--- src/rtl/lockin_photon_counter_multi.sv ---
// Multi-channel lock-in photon counter.
// Generates a square-wave light-source drive plus a quadrature reference that
// lags it by 90 degrees. Each PMT channel is synchronised and edge-detected,
// and every photon is binned by reference phase into I/Q add/subtract
// accumulators. Once per integration window the signed I/Q differences, the
// saturating totals and the saturation flags are published with a one-cycle
// valid strobe.
module lockin_photon_counter_multi #(
  parameter int NUM_CH = 2,
  parameter int CNT_W  = 32,
  parameter int TICK_W = 32
) (
  input  logic                        clock_50_mhz,
  input  logic                        reset,
  input  logic [NUM_CH-1:0]           PMT_in,
  input  logic                        run,
  input  logic [TICK_W-1:0]           quarter_ticks,
  input  logic [TICK_W-1:0]           integration_ticks,
  output logic                        light_source_pin,
  output logic                        quadrature_ref,
  output logic                        result_valid,
  output logic [NUM_CH*(CNT_W+1)-1:0] in_phase_value,
  output logic [NUM_CH*(CNT_W+1)-1:0] quadrature_value,
  output logic [NUM_CH*CNT_W-1:0]     total_count,
  output logic [NUM_CH-1:0]           sat_flag
);

  localparam logic [CNT_W-1:0] CNT_MAX = '1;

  // Reference generator state
  logic [TICK_W-1:0] quarter_cnt_reg;
  logic [TICK_W-1:0] quarter_len_reg;
  logic              quarter_load_reg;
  logic [1:0]        phase_reg;
  logic              light_reg;
  logic              quad_reg;
  logic [TICK_W-1:0] quarter_eff;
  logic              quarter_wrap;
  logic              ref_i;
  logic              ref_q;

  // Integration window state
  logic [TICK_W-1:0] win_cnt_reg;
  logic [TICK_W-1:0] win_len_reg;
  logic              win_load_reg;
  logic              valid_reg;
  logic [TICK_W-1:0] win_eff;
  logic              dump;

  // Input synchronisers and edge detection
  logic [NUM_CH-1:0] sync1_reg;
  logic [NUM_CH-1:0] sync2_reg;
  logic [NUM_CH-1:0] sync2_d_reg;
  logic [NUM_CH-1:0] photon;

  // The quarter length is taken live on the first cycle of phase 0 and held
  // for the rest of the period, so a mid-period change never shortens a
  // half-cycle. The same load-on-first-cycle scheme is used for the window.
  always_comb begin
    quarter_eff  = quarter_len_reg;
    if (quarter_load_reg) begin
      quarter_eff = (quarter_ticks == '0) ? TICK_W'(1) : quarter_ticks;
    end
    quarter_wrap = (quarter_cnt_reg == quarter_eff - TICK_W'(1));
    ref_i        = ~phase_reg[1];
    ref_q        = phase_reg[0] ^ phase_reg[1];
    win_eff      = win_len_reg;
    if (win_load_reg) begin
      win_eff = (integration_ticks == '0) ? TICK_W'(1) : integration_ticks;
    end
    dump         = run && (win_cnt_reg == win_eff - TICK_W'(1));
  end

  // Quarter counter, phase advance and registered reference outputs
  always_ff @(posedge clock_50_mhz) begin
    if (reset) begin
      quarter_cnt_reg  <= '0;
      quarter_len_reg  <= '0;
      quarter_load_reg <= 1'b1;
      phase_reg        <= 2'd0;
      light_reg        <= 1'b0;
      quad_reg         <= 1'b0;
    end else begin
      light_reg        <= ref_i;
      quad_reg         <= ref_q;
      if (quarter_load_reg) begin
        quarter_len_reg <= quarter_eff;
      end
      quarter_load_reg <= quarter_wrap && (phase_reg == 2'd3);
      if (quarter_wrap) begin
        quarter_cnt_reg <= '0;
        phase_reg       <= phase_reg + 2'd1;
      end else begin
        quarter_cnt_reg <= quarter_cnt_reg + TICK_W'(1);
      end
    end
  end

  // Window timer and result strobe; run low holds the window at its start
  always_ff @(posedge clock_50_mhz) begin
    if (reset) begin
      win_cnt_reg  <= '0;
      win_len_reg  <= '0;
      win_load_reg <= 1'b1;
      valid_reg    <= 1'b0;
    end else begin
      valid_reg    <= dump;
      if (win_load_reg) begin
        win_len_reg <= win_eff;
      end
      win_load_reg <= ~run | dump;
      if (~run | dump) begin
        win_cnt_reg <= '0;
      end else begin
        win_cnt_reg <= win_cnt_reg + TICK_W'(1);
      end
    end
  end

  // Two-flop synchroniser plus one delay stage for rising-edge detection
  always_ff @(posedge clock_50_mhz) begin
    if (reset) begin
      sync1_reg   <= '0;
      sync2_reg   <= '0;
      sync2_d_reg <= '0;
    end else begin
      sync1_reg   <= PMT_in;
      sync2_reg   <= sync1_reg;
      sync2_d_reg <= sync2_reg;
    end
  end

  assign photon = sync2_reg & ~sync2_d_reg;

  genvar gi;
  generate
    for (gi = 0; gi < NUM_CH; gi++) begin : g_ch
      logic [CNT_W-1:0] i_add_reg, i_sub_reg, q_add_reg, q_sub_reg;
      logic             sat_win_reg;
      logic [CNT_W:0]   i_val_reg, q_val_reg;
      logic [CNT_W-1:0] total_reg;
      logic             sat_reg;
      logic             hit_i_add, hit_i_sub, hit_q_add, hit_q_sub;
      logic             sat_hit;
      logic [CNT_W:0]   sum;

      // Route this channel's photon into one I bin and one Q bin
      always_comb begin
        hit_i_add = photon[gi] & ref_i;
        hit_i_sub = photon[gi] & ~ref_i;
        hit_q_add = photon[gi] & ref_q;
        hit_q_sub = photon[gi] & ~ref_q;
        sat_hit   = (hit_i_add && (i_add_reg == CNT_MAX)) ||
                    (hit_i_sub && (i_sub_reg == CNT_MAX)) ||
                    (hit_q_add && (q_add_reg == CNT_MAX)) ||
                    (hit_q_sub && (q_sub_reg == CNT_MAX));
        sum       = {1'b0, i_add_reg} + {1'b0, i_sub_reg};
      end

      // Saturating accumulation; on the dump cycle publish results and
      // restart the bins with any photon seen on that same cycle
      always_ff @(posedge clock_50_mhz) begin
        if (reset) begin
          i_add_reg   <= '0;
          i_sub_reg   <= '0;
          q_add_reg   <= '0;
          q_sub_reg   <= '0;
          sat_win_reg <= 1'b0;
          i_val_reg   <= '0;
          q_val_reg   <= '0;
          total_reg   <= '0;
          sat_reg     <= 1'b0;
        end else begin
          if (dump) begin
            i_val_reg <= {1'b0, i_add_reg} - {1'b0, i_sub_reg};
            q_val_reg <= {1'b0, q_add_reg} - {1'b0, q_sub_reg};
            total_reg <= sum[CNT_W] ? CNT_MAX : sum[CNT_W-1:0];
            sat_reg   <= sat_win_reg;
          end
          if (!run) begin
            i_add_reg   <= '0;
            i_sub_reg   <= '0;
            q_add_reg   <= '0;
            q_sub_reg   <= '0;
            sat_win_reg <= 1'b0;
          end else if (dump) begin
            i_add_reg   <= CNT_W'(hit_i_add);
            i_sub_reg   <= CNT_W'(hit_i_sub);
            q_add_reg   <= CNT_W'(hit_q_add);
            q_sub_reg   <= CNT_W'(hit_q_sub);
            sat_win_reg <= 1'b0;
          end else begin
            if (hit_i_add && (i_add_reg != CNT_MAX)) i_add_reg <= i_add_reg + CNT_W'(1);
            if (hit_i_sub && (i_sub_reg != CNT_MAX)) i_sub_reg <= i_sub_reg + CNT_W'(1);
            if (hit_q_add && (q_add_reg != CNT_MAX)) q_add_reg <= q_add_reg + CNT_W'(1);
            if (hit_q_sub && (q_sub_reg != CNT_MAX)) q_sub_reg <= q_sub_reg + CNT_W'(1);
            sat_win_reg <= sat_win_reg | sat_hit;
          end
        end
      end

      assign in_phase_value[gi*(CNT_W+1) +: (CNT_W+1)]   = i_val_reg;
      assign quadrature_value[gi*(CNT_W+1) +: (CNT_W+1)] = q_val_reg;
      assign total_count[gi*CNT_W +: CNT_W]              = total_reg;
      assign sat_flag[gi]                                = sat_reg;
    end
  endgenerate

  assign light_source_pin = light_reg;
  assign quadrature_ref   = quad_reg;
  assign result_valid     = valid_reg;

endmodule
--- config.mk ---
export PLATFORM = sky130hd
export DESIGN_NAME = lockin_photon_counter_multi
export DESIGN_NICKNAME = d
export VERILOG_FILES = /design/src/rtl/lockin_photon_counter_multi.sv
export SDC_FILE = /design/constraint.sdc
export NUM_CORES = 2
export LEC_CHECK = 0
export BUFFER_PORTS_ARGS = -buffer_cell sky130_fd_sc_hd__buf_4
export CAP_MARGIN = 20
export CELL_PAD_IN_SITES_DETAIL_PLACEMENT = 0
export CELL_PAD_IN_SITES_GLOBAL_PLACEMENT = 1
export CORE_MARGIN = 10
export CORE_UTILIZATION = 51
export CTS_BUF_LIST = sky130_fd_sc_hd__clkbuf_8
export DETAILED_ROUTE_END_ITERATION = 10
export GPL_ROUTABILITY_DRIVEN = 0
export PLACE_DENSITY_LB_ADDON = 0.1
export SLEW_MARGIN = 40
export SYNTH_ARGS = -nofsm -noshare
export SYNTH_HDL_FRONTEND = slang
export SYNTH_SLANG_ARGS = --single-unit
--- constraint.sdc ---
create_clock -name clock_50_mhz -period 14.4 [get_ports clock_50_mhz]
set_input_delay 2.88 -clock clock_50_mhz [delete_from_list [all_inputs] [get_ports clock_50_mhz]]
set_output_delay 2.88 -clock clock_50_mhz [all_outputs]
set_load 0.02 [all_outputs]
[Word level (Yosys, flattened, before mapping)]
Index checks and enable logic that the tools add are counted.
Word-level totals
  input bits: 69
  bits in registers: 597
  output and inout bits: 201
Operators by class
  bitwise gates (word level): 17
  mux-type cells: 22
  reductions and logical operators: 38
  add/sub/neg operators: 19
  equal/unequal tests: 19
Operators by type and width (number)
  $add A32 B1 Y32 const B: 10
  $eq A32 B32 Y1 const B: 8
  $ne A32 B32 Y1 const B: 8
  $mux W32: 6
  $sub A32 B32 Y33: 4
  $add A32 B32 Y33: 2
  $eq A32 B32 Y1: 2
  $logic_not A32 Y1: 2
  $sub A32 B1 Y32 const B: 2
  $logic_and A1 B1 Y1: 18
  $mux W1: 16
  $reduce_bool A2 Y1: 8
  $and A1 B1 Y1: 8
  $logic_or A1 B1 Y1: 6
  $reduce_or A2 Y1: 3
  $not A1 Y1: 3
  $or A1 B1 Y1: 3
  $reduce_or A3 Y1: 1
  $add A2 B1 Y2 const B: 1
  $and A2 B2 Y2: 1
  $eq A2 B2 Y1 const B: 1
  $not A2 Y2: 1
  $xor A1 B1 Y1: 1

[Depth between registers and ports, before layout]
  word-level depth: 8
  gate-level depth with buffers: 21
  depth with buffers taken out: 15

[Least setup slack after synthesis]
OpenSTA, ideal clock, no wires.
  path kind: input-to-reg
  start point: in integration_ticks[13]
  end point: reg g_ch[0].i_val_reg[31]
  cell stages on the path: 16
  setup time: 117 ps
  path buffers: 1
  path slack: 7729 ps
  data arrival time: 6555 ps
  cell sequence: nor4_1 > nand4b_1 > nor3_1 > o22ai_1 > ha_1 > xor2_1 > xnor2_1 > nor3_1 > o221ai_1 > or3_1 > nand4bb_1 > or4_1 > nor4_4 > nor2_1 > clkbuf_1 > a22o_1
On the way
  longest elaborated chain between the ends: 6
RTL lines
  start: declaration: line 18  | input logic [TICK_W-1:0] integration_ticks,
  $logic_not A32 Y1: line 69  | win_eff = (integration_ticks == '0) ? TICK_W'(1) : integration_ticks;
  $mux W32 *: line 69
  $mux W32 *: line 68  | if (win_load_reg) begin
  $sub A32 B1 Y32 *: line 71  | dump = run && (win_cnt_reg == win_eff - TICK_W'(1));
  $eq A32 B32 Y1 *: line 71
  $logic_and A1 B1 Y1 *: line 71
  end signal: assignment: line 175  | i_val_reg <= {1'b0, i_add_reg} - {1'b0, i_sub_reg};
  end: declaration: line 140  | logic [CNT_W:0] i_val_reg, q_val_reg;
Mark *: on every way between the ends. The rest lies on a longest branch, timed or not.
A chain may end at the register's enable or synchronous reset.

[Worst setup path after layout]
  start point: in integration_ticks[25]
  end point: reg g_ch[0].i_val_reg[31]
The elaborated chain is that of the path after synthesis.

==> impl_metrics.yaml <==
yosys:
  synth.distinct_cells: 85
  syn-instance-count: 4558
  synthFlopType: "dfxtp_1"
  synth_edf_count: 0
  syn_nets: 4838
  ys_ff_latch: 597
  syn_area_per_cell_sq_um: 7.890
  seq_area_frac_synth: 0.3323
  synth_area_sq_um: 35960
  yosys_warnings: 0
  async_flop_share: 0
detailed_routing:
  wirelength_microns: 104400
  via_count: 32141
  ant_nets: 0
  drt_iter0_drc: 2003
  viasPerCell: 5.551
  remaining_drc_errors: 0
  first_pass_iters: 5
  wl_per_cell_microns: 18.03
critical_path:
  critPathMaxFanout: 91
  crit_path_end_kind: "flip-flop"
  critPathBufInv: 3
  criticalPathCategory: "in2reg"
  crit_path_top_delay_cell: "or4_1"
  rrSetupSlack_ns: 7.82
  max_stage_delay_ns: 0.55
  critPathLaunchType: "primary input"
  cpMostUsedCell: "nor3_1"
  crit_family: "simple AND/OR/NAND/NOR gates"
  worstPathRequired_ns: 15.00
  cp.arrival_ns: 8.63
  path_cells: "buf_4, nor3_1, nand4_1, nor3_1, o22ai_1, ha_1, xor2_1, xnor2_1, nor3_1, o221ai_1, or3_1, nand4bb_1, or4_1, nor4_4, buf_4, buf_6, nor2_2, a22o_1"
timing:
  worst_pin_slew_ns: 0.8581
  fin_crit_sh: 0.5573
  setup_violations: 0
  hold_viol: 0
  rsz0062_at_grt: "false"
  tns_ns: 0
  max_freq_ghz: 0.1246
  worst_slack_ns: 6.374
  relSlewSlack: 0.4236
  min_period_ns: 8.026
  skew_ns: 0.03069
  slew_viol_final: 0
global_route:
  grt_use_total: 0.2441
  grt_pass1_wl_microns: 164300
  grt_start_max_net_pins: 127
  grt_overflow: 0
  grt_antenna_before_repair: 3
  grt_pass1_vias: 30295
place:
  dp_hpwl_microns: 77880
  dp_worst_setup_slack_ns: 5.769
  io_buffers: 269
cells_and_area:
  drive_gt1_frac: 0.1052
  mostFrequentLayoutCell: "nor2_1"
  area_growth_pct: 13.54
  n_fill_cell: 6741
  mostFrequentLayoutCells: "649 x nor2_1, 595 x dfxtp_1, 428 x nand2_1, 379 x xnor2_1, 351 x a21oi_1"
  nNetsFinal: 5047
clock_tree:
  cts-htree-levels: 3
  root_buffer: "clkbuf_8"
  clock-sinks: 597
  numCtsBuffers: 105
  cts_tree: "done"
  cts_resized: 0
  insertion_delay_ns: 0.72
  clk_pin_slew_ns: 0.06
  clockBufferDepth: 3
  holdBufCountCts: 0
  cts_setup_buffers: 0
floorplanning:
  die_h_microns: 285.6
  start_util: 0.5136
  fp-row-count: 97
  die_x_microns: 285.6
  design.core.area_sq_um: 70030
  die_area_sq_um: 81540
  io_pins: 270
pwr:
  leakagePower_nw: 15.99
  pwr_density_cell_nw_per_um2: 85.96
  ir_drop_uv: 57.76
outcome:
  status: "finished, final reports clean"
worst_hold_path:
  hp-class: "reg2reg"
flow_run:
  cap_violations: 0
[final timing paths]
kind	depth (start not counted)	endpoint	startpoint
max reg2reg	14	g_ch[0].i_val_reg[31]$_SDFFE_PP0P_	win_load_reg$_SDFF_PP1_
min	2	g_ch[1].i_val_reg[4]$_SDFFE_PP0P_	g_ch[1].i_val_reg[4]$_SDFFE_PP0P_
min reg2reg	2	g_ch[1].i_val_reg[4]$_SDFFE_PP0P_	g_ch[1].i_val_reg[4]$_SDFFE_PP0P_
max	18	g_ch[0].i_val_reg[31]$_SDFFE_PP0P_	integration_ticks[25]
[synthesized netlist by cell type (23+ instances only)]
library cell / number / area (sq um)
or3_1: 48 / 300.3
nor4_1: 59 / 369.1
nand2_1: 428 / 1607
ha_1: 205 / 2565
mux2i_1: 72 / 720.7
nor3b_1: 23 / 172.7
o21bai_1: 35 / 262.8
clkbuf_1: 120 / 450.4
nor3_1: 130 / 650.6
a21oi_1: 351 / 1757
inv_1: 224 / 840.8
and3_1: 63 / 394.1
o21ai_0: 168 / 840.8
xor2_1: 164 / 1436
nand2b_1: 33 / 206.5
xnor2_1: 379 / 3319
nor2b_1: 40 / 250.2
buf_2: 47 / 235.2
dfxtp_1: 597 / 11950
a21o_1: 38 / 285.3
and2_1: 25 / 156.4
a211oi_1: 37 / 277.8
nand4_1: 89 / 556.8
and4_1: 31 / 271.5
nor2_1: 650 / 2440
o21a_1: 25 / 187.7
nand3_1: 163 / 815.8
[where the power goes]
| part | switching, mW | total [mW] | internal, mW |
|---|---|---|---|
| Combinational | 0.125 | 0.198 | 0.0726 |
| Sequential | 0.0122 | 1.68 | 1.67 |
| Clock | 0.735 | 1.63 | 0.899 |
| Total | 0.872 | 3.51 | 2.64 |
[per-stage QoR]
stage / area [sq um] / hold WS [ns] / power [mW] / std cells / utilization
global placement: 38550 / 0.4406 / 1.908 / 5599 / 0.5505
detailed placement: 38630 / 0.4441 / 1.909 / 5600 / 0.5517
finish: 40830 / 0.4477 / 3.510 / 5790 / 0.5831
global route: 40830 / 0.4663 / 3.645 / 5790 / 0.5831
CTS: 40820 / 0.4517 / 3.547 / 5787 / 0.5829
floorplan: 35960 / 0.4138 / 1.843 / 4558 / -
[routing by layer]
layer / track usage / share of wire
met5: 0 / 0.00025
met4: 0.07738 / 0.029
met2: 0.4041 / 0.46
met3: 0.04844 / 0.055
met1: 0.3157 / 0.45
[worst register-to-register path: cells and delay by family, from the launching register on]
kind            cells  cell delay [ns]
buf+inv             4             2.08
flops               1             0.53
compound gates      4             1.38
simple gates        6             2.50
[layout make-up]
class / instances / area (sq um) / share of cell area
well taps: 940 / 1176 / 0.02880
multi-input cells: 3544 / 22430 / 0.5493
repair buffers: 293 / 2232 / 0.05467
clock inverters: 54 / 354.1 / 0.008672
flip-flops and latches: 597 / 11950 / 0.2928
clock buffers: 133 / 1831 / 0.04483
inverters: 226 / 848.3 / 0.02078
diodes: 3 / 7.507 / 0.0001839
[cells by family after synthesis]
kind of cell | after synthesis | share of synthesized area
xor gates and xnor gates | 543 | 0.1322
buffers and inverters | 417 | 0.04672
AOI/OAI and AO/OA | 863 | 0.1491
adders and majority gates | 211 | 0.07466
DFF | 597 | 0.3323
and+or+nand+nor | 1850 | 0.2434
muxes | 77 | 0.02161
Note: power is estimated with default switching activity, not from simulation.
